--- config.mk ---
export PLATFORM = sky130hd
export DESIGN_NAME = ufir_cuad_sched
export DESIGN_NICKNAME = d
export VERILOG_FILES = /design/src/rtl/ufir_cuad_sched.sv
export SDC_FILE = /design/constraint.sdc
export NUM_CORES = 1
export LEC_CHECK = 0
export ABC_AREA = 1
export CAP_MARGIN = 10
export CORE_UTILIZATION = 25
export CTS_CLUSTER_SIZE = 20
export DETAILED_ROUTE_END_ITERATION = 7
export PLACE_DENSITY_LB_ADDON = 0.3
export RECOVER_POWER = 25
export SETUP_SLACK_MARGIN = 0.05
export SYNTH_ARGS = -nofsm -noshare
export SYNTH_HDL_FRONTEND = slang
export SYNTH_SLANG_ARGS = --single-unit
--- constraint.sdc ---
create_clock -name clk_i -period 1.7 [get_ports clk_i]
set_clock_uncertainty 0.05 [all_clocks]
set_input_delay 0.255 -clock clk_i [delete_from_list [all_inputs] [get_ports clk_i]]
set_output_delay 0.255 -clock clk_i [all_outputs]
set_load 0.03 [all_outputs]
--- src/rtl/ufir_cuad_sched.sv ---
// ufir_cuad_sched
//
// Scheduler for the time-multiplexed quadratic UFIR datapath. Two sample
// channels share one coefficient ROM, one dual-bank sample buffer (one bank
// per channel) and one pipelined MAC. The block:
//   - arbitrates sample requests between the channels (round-robin on a
//     collision, immediate grant for a single requester),
//   - produces buffer write strobes/addresses for accepted samples,
//   - once a channel's buffer is full, runs N_HORIZON MAC taps reading the
//     newest sample first, waits MAC_LAT cycles for the pipeline to settle,
//     then pulses y_valid for that channel.
//
// Parameters
//   N_HORIZON  taps per output (power of two, >= 4)
//   ADDR_W     log2(N_HORIZON)
//   MAC_LAT    cycles from the last mac_en until the accumulator is stable (>= 1)
//
// Ports
//   clk_i           clock, all logic on its rising edge
//   reset_i         synchronous active-high reset
//   clk_enable_i    advance qualifier; 0 freezes all state and zeroes strobes
//   s_valid_i[1:0]  per-channel sample request
//   s_ready_o[1:0]  per-channel accept (one-hot or zero)
//   buf_wr_en_o     buffer write strobe
//   buf_wr_ch_o     buffer bank to write
//   buf_wr_addr_o   buffer write address
//   buf_rd_ch_o     buffer bank to read
//   buf_rd_addr_o   buffer read address
//   coef_addr_o     coefficient ROM address (tap index)
//   mac_clr_o       first tap: load accumulator with the product
//   mac_en_o        MAC step valid
//   mac_last_o      last tap of the current output
//   y_valid_o[1:0]  one-cycle pulse: accumulator holds channel c's output
//   busy_o          FSM is not idle

module ufir_cuad_sched #(
  parameter int unsigned N_HORIZON = 16,
  parameter int unsigned ADDR_W    = 4,
  parameter int unsigned MAC_LAT   = 2
) (
  input  logic              clk_i,
  input  logic              reset_i,
  input  logic              clk_enable_i,
  input  logic [1:0]        s_valid_i,
  output logic [1:0]        s_ready_o,
  output logic              buf_wr_en_o,
  output logic              buf_wr_ch_o,
  output logic [ADDR_W-1:0] buf_wr_addr_o,
  output logic              buf_rd_ch_o,
  output logic [ADDR_W-1:0] buf_rd_addr_o,
  output logic [ADDR_W-1:0] coef_addr_o,
  output logic              mac_clr_o,
  output logic              mac_en_o,
  output logic              mac_last_o,
  output logic [1:0]        y_valid_o,
  output logic              busy_o
);

  // Fill counter needs one extra bit to hold the saturated value N_HORIZON.
  localparam int unsigned FillW  = ADDR_W + 1;
  localparam int unsigned DrainW = (MAC_LAT > 1) ? $clog2(MAC_LAT) : 1;

  localparam logic [FillW-1:0]  FillFull  = FillW'(N_HORIZON);
  localparam logic [ADDR_W-1:0] LastTap   = ADDR_W'(N_HORIZON - 1);
  localparam logic [DrainW-1:0] DrainLast = DrainW'(MAC_LAT - 1);

  typedef enum logic [1:0] {
    StIdle,
    StMac,
    StDrain,
    StDone
  } state_e;

  state_e                       state_q;
  logic                         ch_q;     // channel owning the current MAC run
  logic [ADDR_W-1:0]            k_q;      // tap counter
  logic [ADDR_W-1:0]            w_q;      // address of the sample that started the run
  logic [DrainW-1:0]            drain_q;
  logic [1:0][ADDR_W-1:0]       wp_q;
  logic [1:0][FillW-1:0]        fill_q;
  logic                         rr_q;

  logic                         adv;
  logic                         both_req;
  logic                         grant_ch;
  logic                         accept;
  logic [FillW-1:0]             fill_inc;

  // Arbitration and accept decode. Reset suppresses accepts so that a sample
  // presented during reset is not reported as taken.
  always_comb begin
    adv      = clk_enable_i & ~reset_i;
    both_req = &s_valid_i;
    grant_ch = both_req ? rr_q : s_valid_i[1];
    accept   = adv && (state_q == StIdle) && (|s_valid_i);
    fill_inc = (fill_q[grant_ch] == FillFull) ? FillFull : fill_q[grant_ch] + 1'b1;
  end

  // Output decode from the registered state; every strobe and address is
  // zero unless the corresponding operation is happening this cycle.
  always_comb begin
    s_ready_o     = 2'b00;
    buf_wr_en_o   = 1'b0;
    buf_wr_ch_o   = 1'b0;
    buf_wr_addr_o = '0;
    buf_rd_ch_o   = 1'b0;
    buf_rd_addr_o = '0;
    coef_addr_o   = '0;
    mac_clr_o     = 1'b0;
    mac_en_o      = 1'b0;
    mac_last_o    = 1'b0;
    y_valid_o     = 2'b00;
    busy_o        = (state_q != StIdle);

    if (accept) begin
      s_ready_o[grant_ch] = 1'b1;
      buf_wr_en_o         = 1'b1;
      buf_wr_ch_o         = grant_ch;
      buf_wr_addr_o       = wp_q[grant_ch];
    end

    if (adv && (state_q == StMac)) begin
      mac_en_o      = 1'b1;
      coef_addr_o   = k_q;
      buf_rd_ch_o   = ch_q;
      // Newest sample first; modulo wrap comes from the ADDR_W-bit subtraction.
      buf_rd_addr_o = w_q - k_q;
      mac_clr_o     = (k_q == '0);
      mac_last_o    = (k_q == LastTap);
    end

    if (adv && (state_q == StDone)) begin
      y_valid_o[ch_q] = 1'b1;
    end
  end

  always_ff @(posedge clk_i) begin
    if (reset_i) begin
      state_q <= StIdle;
      ch_q    <= 1'b0;
      k_q     <= '0;
      w_q     <= '0;
      drain_q <= '0;
      wp_q    <= '0;
      fill_q  <= '0;
      rr_q    <= 1'b0;
    end else if (clk_enable_i) begin
      unique case (state_q)
        StIdle: begin
          if (accept) begin
            wp_q[grant_ch]   <= wp_q[grant_ch] + 1'b1;
            fill_q[grant_ch] <= fill_inc;
            // Only a real collision moves the round-robin pointer.
            if (both_req) begin
              rr_q <= ~rr_q;
            end
            if (fill_inc == FillFull) begin
              state_q <= StMac;
              ch_q    <= grant_ch;
              w_q     <= wp_q[grant_ch];
              k_q     <= '0;
            end
          end
        end
        StMac: begin
          k_q <= k_q + 1'b1;
          if (k_q == LastTap) begin
            state_q <= StDrain;
            drain_q <= '0;
          end
        end
        StDrain: begin
          if (drain_q == DrainLast) begin
            state_q <= StDone;
          end else begin
            drain_q <= drain_q + 1'b1;
          end
        end
        StDone: begin
          state_q <= StIdle;
        end
        default: begin
          state_q <= StIdle;
        end
      endcase
    end
  end

endmodule

== Word-level counts from Yosys, hierarchy flattened ==
Cells that the tools add are included.
Widths: inputs -> output; s select.

* Magnitude comparators: 4
* Reductions and logical operators: 19
* Bitwise logic cells: 3
* Add/sub/neg operators: 5
* Equal/unequal tests: 10
* Multiplexer cells: 38

{| class="wikitable"
|+ Operators by type and width
! kind !! number
|-
| $mux 4 || 8
|-
| $mux 5 || 4
|-
| $mux 2 || 6
|-
| $mux 1 || 11
|-
| $bwmux 10 || 1
|-
| $eq 5x5->1 const B || 2
|-
| $reduce_and 5->1 || 2
|-
| $add 4x1->4 const B || 2
|-
| $bwmux 8 || 1
|-
| $pmux 2 s4 || 1
|-
| $pmux 4 s2 || 1
|-
| $reduce_and 4->1 || 2
|-
| $logic_and 1x1->1 || 6
|-
| $reduce_and 3->1 || 2
|-
| $reduce_bool 2->1 || 3
|-
| $add 5x1->5 const B || 1
|-
| $demux 5 s1 || 1
|-
| $demux 4 s1 || 1
|-
| $eq 2x2->1 const B || 2
|-
| $eq 4x4->1 const B || 1
|-
| $logic_not 4->1 || 1
|-
| $lt 1x2->1 const B || 2
|-
| $ne 2x1->1 const B || 2
|-
| $ne 2x2->1 const B || 2
|-
| 11 further kinds || 14
|}

* Word-level logic and storage cells: 89
* Flip-flop bits (word level): 31
* Output and inout bits: 23
* Bits of input ports: 5

== Logic depth before layout (Yosys ltp) ==
Gate-level depths: netlist of the first run.

* Depth in word-level cells: 10
* Gate-level depth with buffers: 14
* Depth with buffers taken out: 14

== Worst setup path before layout of the first run ==
No wires, ideal clock.

* Path kind: register to output
* Start: register state_q[1]
* End: output buf_rd_addr_o[0]
* Arrival time: 1.904 ns
* Setup slack: -0.509 ns
* Stages on the path, launching flop included: 8
* Required time: 1.395 ns
* Buffers on the path: 1
* Cells stage by stage: dfxtp_1 > inv_1 > ha_1 > inv_1 > nor2_1 > inv_1 > clkbuf_1 > nor2_1

* Longest elaborated chain between the ends: 3

{| class="wikitable"
|+ RTL lines
! what !! RTL line !! RTL
|-
| start, declared || 74 || <nowiki>state_e state_q;</nowiki>
|-
| start signal, assigned || 139 || <nowiki>state_q <= StIdle;</nowiki>
|-
| start signal, assigned || 158 || <nowiki>state_q <= StMac;</nowiki>
|-
| start signal, assigned || 168 || <nowiki>state_q <= StDrain;</nowiki>
|-
| $eq 2x1->1 || 122 || <nowiki>if (adv && (state_q == StMac)) begin</nowiki>
|-
| $logic_and 1x1->1 || 122 ||
|-
| $mux 4 || 122 ||
|-
| end, declared || 50 || <nowiki>output logic [ADDR_W-1:0] buf_rd_addr_o,</nowiki>
|}

No other way between the ends.

== Final worst setup path of the first run ==
* Start: register k_q[2]
* End: output buf_rd_addr_o[3]

* Longest elaborated chain between the ends: 2

{| class="wikitable"
|+ RTL lines
! what !! RTL line !! RTL
|-
| start, declared || 76 || <nowiki>logic [ADDR_W-1:0] k_q;</nowiki>
|-
| start signal, assigned || 166 || <nowiki>k_q <= k_q + 1'b1;</nowiki>
|-
| $sub 4x4->4 || 127 || <nowiki>buf_rd_addr_o = w_q - k_q;</nowiki>
|-
| $mux 4 || 122 ||
|}

No other way between the ends.

==> flow_results.xml, run 1 <==
<?xml version="1.0" encoding="UTF-8"?>
<metrics>
  <group name="synth">
    <metric name="area_contributors_post_synth" unit="">dfxtp_1, inv_1, nor2_1</metric>
    <metric name="synth.distinct_cells" unit="">28</metric>
    <metric name="synth_top_area_share" unit="%">33.42</metric>
    <metric name="ys_ff_latch" unit="">31</metric>
    <metric name="ys_seq_area_share" unit="%">33.42</metric>
    <metric name="synth_largest_area_cell" unit="">dfxtp_1</metric>
    <metric name="syn-mean-instance-area" unit="sq um">6.877</metric>
    <metric name="yosys_warnings" unit="">0</metric>
    <metric name="post_synth_inst_count" unit="">270</metric>
    <metric name="mappedNetlistNets" unit="">286</metric>
    <metric name="syn_area" unit="sq mm">0.001857</metric>
  </group>
  <group name="clocking">
    <metric name="cts_tree" unit="">yes</metric>
    <metric name="cts_max_path_buffers" unit="">2</metric>
    <metric name="numCtsBuffers" unit="">5</metric>
    <metric name="cts_hold_repair.buffers" unit="">0</metric>
    <metric name="cts_root_buffer" unit="">clkbuf_8</metric>
    <metric name="h-tree-depth" unit="">2</metric>
    <metric name="clkSlewWorstSetupHoldPaths" unit="ps">70</metric>
    <metric name="clkLatencyLatePin" unit="ps">280</metric>
    <metric name="sinks_on_clock_net" unit="">31</metric>
  </group>
  <group name="global_route">
    <metric name="grt.total_usage" unit="%">14.92</metric>
    <metric name="antenna_found_initial" unit="">0</metric>
    <metric name="globalRouteMet2Util" unit="%">26.92</metric>
    <metric name="global_route_wire_length_before_repair" unit="um">8907</metric>
    <metric name="grtUsageMet1" unit="%">17.07</metric>
    <metric name="grt_overflow_total" unit="">0</metric>
    <metric name="grtUsageMet3" unit="%">3.205</metric>
    <metric name="first_global_vias" unit="">1968</metric>
    <metric name="grt_start_max_net_pins" unit="">17</metric>
    <metric name="grt.busiest_layer" unit="">met2</metric>
  </group>
  <group name="cells_and_area">
    <metric name="antennaDiodeCount" unit="">0</metric>
    <metric name="post_route_cells_drive_above_1_share" unit="%">60.65</metric>
    <metric name="fin_nets" unit="">386</metric>
    <metric name="area.growth.synth_to_final" unit="%">94.95</metric>
  </group>
  <group name="place">
    <metric name="dp_hpwl" unit="um">3624</metric>
    <metric name="place.port_buffers" unit="">27</metric>
    <metric name="gpl.final_weighted_congestion" unit="">0.8686</metric>
  </group>
  <group name="timing">
    <metric name="fin_crit" unit="ps">1890</metric>
    <metric name="timing.max_slew.rel_slack" unit="%">79.09</metric>
    <metric name="final_setup_slack_of_the_worst_path" unit="ps">-189.8</metric>
    <metric name="hold_viol_final" unit="">0</metric>
    <metric name="grt_setup_unrepaired" unit="">true</metric>
    <metric name="timing_max_transition_violations_final" unit="">0</metric>
    <metric name="tightestPinTransition" unit="ps">313.6</metric>
    <metric name="max_freq" unit="MHz">529.1</metric>
    <metric name="setup_violations" unit="">32</metric>
    <metric name="finalCritPeriodShare" unit="%">111.2</metric>
    <metric name="setup-tns-final" unit="ps">-2660</metric>
    <metric name="fin_worst_hold_slack" unit="ps">427.8</metric>
  </group>
  <group name="worst_hold_path">
    <metric name="timing.hold.worst_path_depth" unit="">2</metric>
    <metric name="hold_wc_path_type" unit="">reg -&gt; reg</metric>
  </group>
  <group name="setup_path">
    <metric name="cp.arrival" unit="ps">1580</metric>
    <metric name="critical_path_required" unit="ps">1390</metric>
    <metric name="endpoint_kind" unit="">output port</metric>
    <metric name="ff2ff_setup_slack" unit="ps">-110</metric>
    <metric name="r2r.worst_path.cells" unit="">11</metric>
    <metric name="startpoint_kind_of_the_worst_setup_timing_path" unit="">flip-flop</metric>
    <metric name="worst-setup-path-type" unit="">reg -&gt; out</metric>
    <metric name="peak_fanout_along_the_critical_path" unit="">3</metric>
  </group>
  <group name="pwr">
    <metric name="ir_drop" unit="V">0.0002733</metric>
    <metric name="power_per_standard_cell_area" unit="mW/mm^2">542.5</metric>
    <metric name="cellLeakagePower" unit="uW">0.001501</metric>
  </group>
  <group name="drt">
    <metric name="drt_wl_cell" unit="um">11.99</metric>
    <metric name="final_antenna_net_count" unit="">0</metric>
    <metric name="route.detailed.drc" unit="">0</metric>
    <metric name="drt_iter0_drc" unit="">108</metric>
    <metric name="drt_wl_total" unit="um">5636</metric>
    <metric name="avgViaCountPerCell" unit="">4.319</metric>
    <metric name="num_vias" unit="">2030</metric>
    <metric name="detail_route.first_pass.iterations" unit="">4</metric>
  </group>
  <group name="die">
    <metric name="die_h" unit="um">88.18</metric>
    <metric name="die_width" unit="um">88.18</metric>
    <metric name="ios" unit="">28</metric>
    <metric name="row_count" unit="">31</metric>
    <metric name="core_area" unit="sq mm">0.007214</metric>
    <metric name="initial_core_utilization" unit="%">25.74</metric>
    <metric name="die-area" unit="sq mm">0.007776</metric>
  </group>
  <group name="outcome">
    <metric name="outcome" unit="">complete, but fails checks</metric>
    <metric name="violations" unit="">setup timing</metric>
  </group>
  <group name="flow_run">
    <metric name="maxCapViolCount" unit="">0</metric>
  </group>
</metrics>
==> kinds of logic after synthesis <==
family	synth area share, %
xor gates and xnor gates	3.774
buffers and inverters	12.60
and+or+nand+nor	25.94
AOI/OAI and AO/OA	16.44
DFF	33.42
adders and majority gates	7.817
==> placed cells by master (no fill, tap or decap), types with 10 or more instances in the layout <==
master and n:
nor2_4 22, nand2_1 21, buf_6 45, a21oi_1 15
inv_1 29, nor2_1 15, o21ai_2 12, a21oi_2 10
dfxtp_1 24, nand3_1 10, nand2_4 11, buf_4 49
==> registers in the layout, indices dropped and copies added (netlist names) <==
name / count
state_q: 2
drain_q: 1
ch_q: 1
w_q: 4
fill_q: 10
wp_q: 8
k_q: 4
rr_q: 1
==> power by group <==
group	internal, uW	leakage (uW)	switching [uW]
registers	751	0.000255	14.2
clock network	369	0.0000515	266
logic	256	0.00119	308
==> Yosys cell counts <==
cell type,number
buf_2,4
nor2_4,2
nand3_1,19
o21ai_2,2
buf_6,2
clkbuf_1,3
nand2_1,34
ha_1,10
and2_1,1
a21boi_0,1
o21ai_1,5
inv_2,3
a21oi_1,25
o21a_1,1
nand3_2,2
o21ai_0,23
a22oi_1,1
nand2_4,1
nor2_1,39
buf_4,1
nand3b_1,2
nand2_2,5
fa_1,1
dfxtp_1,31
xnor2_1,2
or2_1,1
inv_1,43
xor2_1,6
==> worst max-delay path, cell delays in order (launching register included) <==
cell and delay [ps]:
dfxtp_2 340, inv_2 50, ha_4 280, nand2_2 50
o21ai_2 210, xor2_2 210, nor2_4 40, buf_6 130
==> area by class of cell <==
type / instances / area [sq um]
Clock buffer: 8 / 100.1
Fill cell: 678 / 3595
Inverter: 46 / 201.4
Multi-Input combinational cell: 183 / 1600
Sequential cell: 31 / 631.9
Tap cell: 99 / 123.9
Timing Repair Buffer: 101 / 948.4
Timing Repair inverter: 2 / 13.76
==> metrics by stage <==
stage	cell area (sq um)	std cells	total power, uW	worst slack [ps]	utilization, %
floorplan	2026	270	996.6	-8.413	-
global route	3620	470	2064	-245.7	50.17
global placement	2603	429	1132	-498.1	36.07
CTS	3289	457	1898	-189.5	45.59
detailed placement	2603	429	1134	-509.7	36.07
finish	3620	470	1964	-189.8	50.17
==> timing repair <==
| action | 4_1_cts | 5_1_grt |
|---|---|---|
| hold endpoints to repair | 0 | 0 |
| setup endpoints to repair | 47 | 50 |
| pin swaps | 43 | 35 |
| buffers inserted | 19 | 15 |
| gates resized for setup | 121 | 65 |
| cloned | 2 | 0 |
==> routing by layer <==
layer	wire, um	vias to the layer above
met5	0	-
met4	118	0
met3	179	11
met2	2992	40
met1	2346	932
li1	-	1047
==> worst paths after layout <==
path	end	from
setup / recovery	buf_rd_addr_o[3]	k_q[2]
hold / removal	drain_q	drain_q
setup reg to reg	w_q[3]	rr_q
hold reg to reg	drain_q	drain_q
(Power assumes the default switching activity.)
==> inputs of run 2 (changes only) <==
--- a/config.mk
+++ b/config.mk
@@ -6,7 +6,6 @@
 export NUM_CORES = 1
 export LEC_CHECK = 0
 export ABC_AREA = 1
-export CAP_MARGIN = 10
 export CORE_UTILIZATION = 25
 export CTS_CLUSTER_SIZE = 20
 export DETAILED_ROUTE_END_ITERATION = 7
==> results of run 2 <==
Final layout, timing and power as in run 1 (identical DEF).
==> inputs of run 3 (changes only) <==
--- a/config.mk
+++ b/config.mk
@@ -6,7 +6,8 @@
 export NUM_CORES = 1
 export LEC_CHECK = 0
 export ABC_AREA = 1
-export CORE_UTILIZATION = 25
+export ABC_CLOCK_PERIOD_IN_PS = 1700
+export CORE_UTILIZATION = 45
 export CTS_CLUSTER_SIZE = 20
 export DETAILED_ROUTE_END_ITERATION = 7
 export PLACE_DENSITY_LB_ADDON = 0.3
==> run 3 against run 2 <==
Effect of this change: the flow still finishes with violations (setup timing); largest cell class unchanged; worst hold slack got worse by 26 ps; setup slack worse by 180 ps; critical path depth increased by 6; sequential share of layout area about the same; core utilization increased by 45 points; non-clock buffer count is 6 higher; combinational power grew 14%; design area is 0.35% lower; clock power up 7.6%; global-route usage is 19 points higher.
==> flow_results.xml, run 3 (synthesis gave the netlist of run 1 again) <==
<?xml version="1.0" encoding="UTF-8"?>
<metrics>
  <group name="clocking">
    <metric name="numCtsBuffers" unit="">5</metric>
    <metric name="h-tree-depth" unit="">2</metric>
    <metric name="cts_max_path_buffers" unit="">2</metric>
    <metric name="sinks_on_clock_net" unit="">31</metric>
    <metric name="clkSlewWorstSetupHoldPaths" unit="ps">80</metric>
    <metric name="cts_hold_repair.buffers" unit="">0</metric>
    <metric name="cts_root_buffer" unit="">clkbuf_8</metric>
    <metric name="clkLatencyLatePin" unit="ps">310</metric>
    <metric name="cts_tree" unit="">yes</metric>
  </group>
  <group name="setup_path">
    <metric name="cp.arrival" unit="ps">2280</metric>
    <metric name="critPathLaunch" unit="">state_q[0]</metric>
    <metric name="ff2ff_setup_slack" unit="ps">-370</metric>
    <metric name="r2r.worst_path.cells" unit="">13</metric>
    <metric name="worst-setup-path-type" unit="">reg -&gt; reg</metric>
    <metric name="r2r-end" unit="">fill_q[4]</metric>
    <metric name="startpoint_kind_of_the_worst_setup_timing_path" unit="">flip-flop</metric>
    <metric name="endpoint_kind" unit="">flip-flop</metric>
    <metric name="peak_fanout_along_the_critical_path" unit="">5</metric>
    <metric name="critical_path.reg2reg.startpoint" unit="">state_q[0]</metric>
    <metric name="critical_path_required" unit="ps">1910</metric>
  </group>
  <group name="timing">
    <metric name="tightestPinTransition" unit="ps">455.5</metric>
    <metric name="finalCritPeriodShare" unit="%">122.0</metric>
    <metric name="timing.max_slew.rel_slack" unit="%">69.63</metric>
    <metric name="timing_max_transition_violations_final" unit="">0</metric>
    <metric name="fin_crit" unit="ps">2073</metric>
    <metric name="max_freq" unit="MHz">482.3</metric>
    <metric name="hold_viol_final" unit="">0</metric>
    <metric name="setup_violations" unit="">50</metric>
    <metric name="final_setup_slack_of_the_worst_path" unit="ps">-373.2</metric>
    <metric name="grt_setup_unrepaired" unit="">true</metric>
  </group>
  <group name="cells_and_area">
    <metric name="design_area" unit="sq mm">0.003607</metric>
    <metric name="area_taken_by_flip_flops_and_latches" unit="sq um">628.1</metric>
    <metric name="fin_nets" unit="">392</metric>
    <metric name="mostFrequentLayoutCell" unit="">buf_4</metric>
    <metric name="area.growth.synth_to_final" unit="%">94.27</metric>
    <metric name="antennaDiodeCount" unit="">0</metric>
    <metric name="nFillCells" unit="">101</metric>
    <metric name="max_flop_register" unit="">fill_q</metric>
    <metric name="post_route_cells_drive_above_1_share" unit="%">60.48</metric>
    <metric name="layout_top_registers" unit="">fill_q: 10 flops, wp_q: 8 flops</metric>
    <metric name="largest_reg_flops" unit="">10</metric>
    <metric name="post_layout_instance_count_excluding_filler_cells" unit="">425</metric>
    <metric name="multiInputGateArea" unit="sq mm">0.001610</metric>
    <metric name="layout.cells.most_common_list" unit="">buf_4, buf_6, inv_1</metric>
  </group>
  <group name="global_route">
    <metric name="grt_start_max_net_pins" unit="">17</metric>
    <metric name="grt.total_usage" unit="%">33.85</metric>
    <metric name="antenna_found_initial" unit="">0</metric>
    <metric name="grt_overflow_total" unit="">0</metric>
    <metric name="global_route_wire_length_before_repair" unit="um">10740</metric>
    <metric name="first_global_vias" unit="">2288</metric>
  </group>
  <group name="drt">
    <metric name="dr_wl_met3" unit="um">1028</metric>
    <metric name="detail_route.first_pass.iterations" unit="">6</metric>
    <metric name="drt_wl_cell" unit="um">22.45</metric>
    <metric name="highest_layer" unit="">met4</metric>
    <metric name="met1Wirelength" unit="um">3295</metric>
    <metric name="drt_iter0_drc" unit="">367</metric>
    <metric name="avgViaCountPerCell" unit="">6.082</metric>
    <metric name="met2_length" unit="um">4383</metric>
    <metric name="drt_wl_total" unit="um">9540</metric>
    <metric name="final_antenna_net_count" unit="">0</metric>
    <metric name="route.detailed.drc" unit="">0</metric>
    <metric name="num_vias" unit="">2585</metric>
  </group>
  <group name="die">
    <metric name="die_h" unit="um">66.24</metric>
    <metric name="die_width" unit="um">66.24</metric>
    <metric name="die-area" unit="sq mm">0.004387</metric>
    <metric name="core_area" unit="sq mm">0.003799</metric>
    <metric name="initial_core_utilization" unit="%">48.88</metric>
    <metric name="ios" unit="">28</metric>
    <metric name="row_count" unit="">22</metric>
  </group>
  <group name="pwr">
    <metric name="power_per_standard_cell_area" unit="mW/mm^2">581.0</metric>
    <metric name="cellLeakagePower" unit="uW">0.001548</metric>
    <metric name="ir_drop" unit="V">0.0006282</metric>
  </group>
  <group name="outcome">
    <metric name="outcome" unit="">complete, but fails checks</metric>
    <metric name="violations" unit="">setup timing</metric>
  </group>
  <group name="place">
    <metric name="gpl.final_weighted_congestion" unit="">0.9117</metric>
    <metric name="place.port_buffers" unit="">27</metric>
    <metric name="detailed_place.area" unit="sq mm">0.002526</metric>
    <metric name="dpl_worst_slack" unit="ps">-499.5</metric>
    <metric name="dp_hpwl" unit="um">3585</metric>
    <metric name="count_of_placed_standard_cells_including_taps" unit="">378</metric>
  </group>
  <group name="worst_hold_path">
    <metric name="min_delay_startpoint" unit="">reset_i</metric>
    <metric name="worstHoldEndpoint" unit="">k_q[2]</metric>
    <metric name="timing.hold.worst_path_depth" unit="">3</metric>
    <metric name="hold_wc_path_type" unit="">in -&gt; reg</metric>
  </group>
  <group name="flow_run">
    <metric name="maxCapViolCount" unit="">0</metric>
  </group>
</metrics>
run 3: through the flow:
step / power, uW / hold WS (ps) / setup TNS (ps) / utilization, %
after detailed placement: 1131 / 411.6 / -16410 / 66.50
after global routing: 2146 / 421.1 / -13500 / 94.96
final: 2096 / 402.1 / -11780 / 94.96
after CTS: 1910 / 421.4 / -3164 / 85.14
after floorplan: 996.6 / 369.6 / -8.413 / -
after global placement: 1127 / 397.8 / -14600 / 66.50
run 3: repair_timing:
item                       CTS  global route
resized for setup          114            73
setup endpoints to repair   50            51
pin swaps                   37            26
setup buffers               27            14
gates cloned                 2             0
run 3: metal layers:
layer / vias up / GRT usage [%]
met5: - / 0
met4: 0 / 22.61
met3: 89 / 7.069
met2: 239 / 56.38
met1: 1190 / 38.58
li1: 1067 / -
run 3: worst max path at each step:
stage / to / slack, ps / cells after the start
floorplan: buf_rd_addr_o[0] / -8 / 7
global placement: wp_q[6] / -450 / 11
detailed placement: ch_q / -500 / 11
CTS: buf_rd_addr_o[2] / -220 / 6
global route: state_q[1] / -390 / 14
finish: fill_q[4] / -370 / 13
run 3: cell type report:
type                    instances  area share (%)
repair inverters                2          0.4509
inverters                      46           5.723
repair buffers                107           27.33
flip-flops and latches         31           17.41
clock buffers                   8           2.775
multi-input cells             183           44.64
well taps                      48           1.665
run 3: report_power, final:
group | switching, uW | total [uW] | leakage [uW] | internal [uW]
combinational | 377 | 642 | 0.00124 | 265
clock | 313 | 683 | 0.0000515 | 370
sequential | 19.5 | 771 | 0.000255 | 751
total | 710 | 2100 | 0.00155 | 1390
run 3: critical path, stage by stage, from the launching register on:
cell and delay [ps]:
dfxtp_1 380, inv_4 100, ha_4 150, inv_4 50, nor2_4 120, o21ai_4 130, buf_6 150, nor2_4 200
buf_6 170, buf_6 120, nor2_2 40, nor2_1 150, o21ai_1 120, inv_1 70
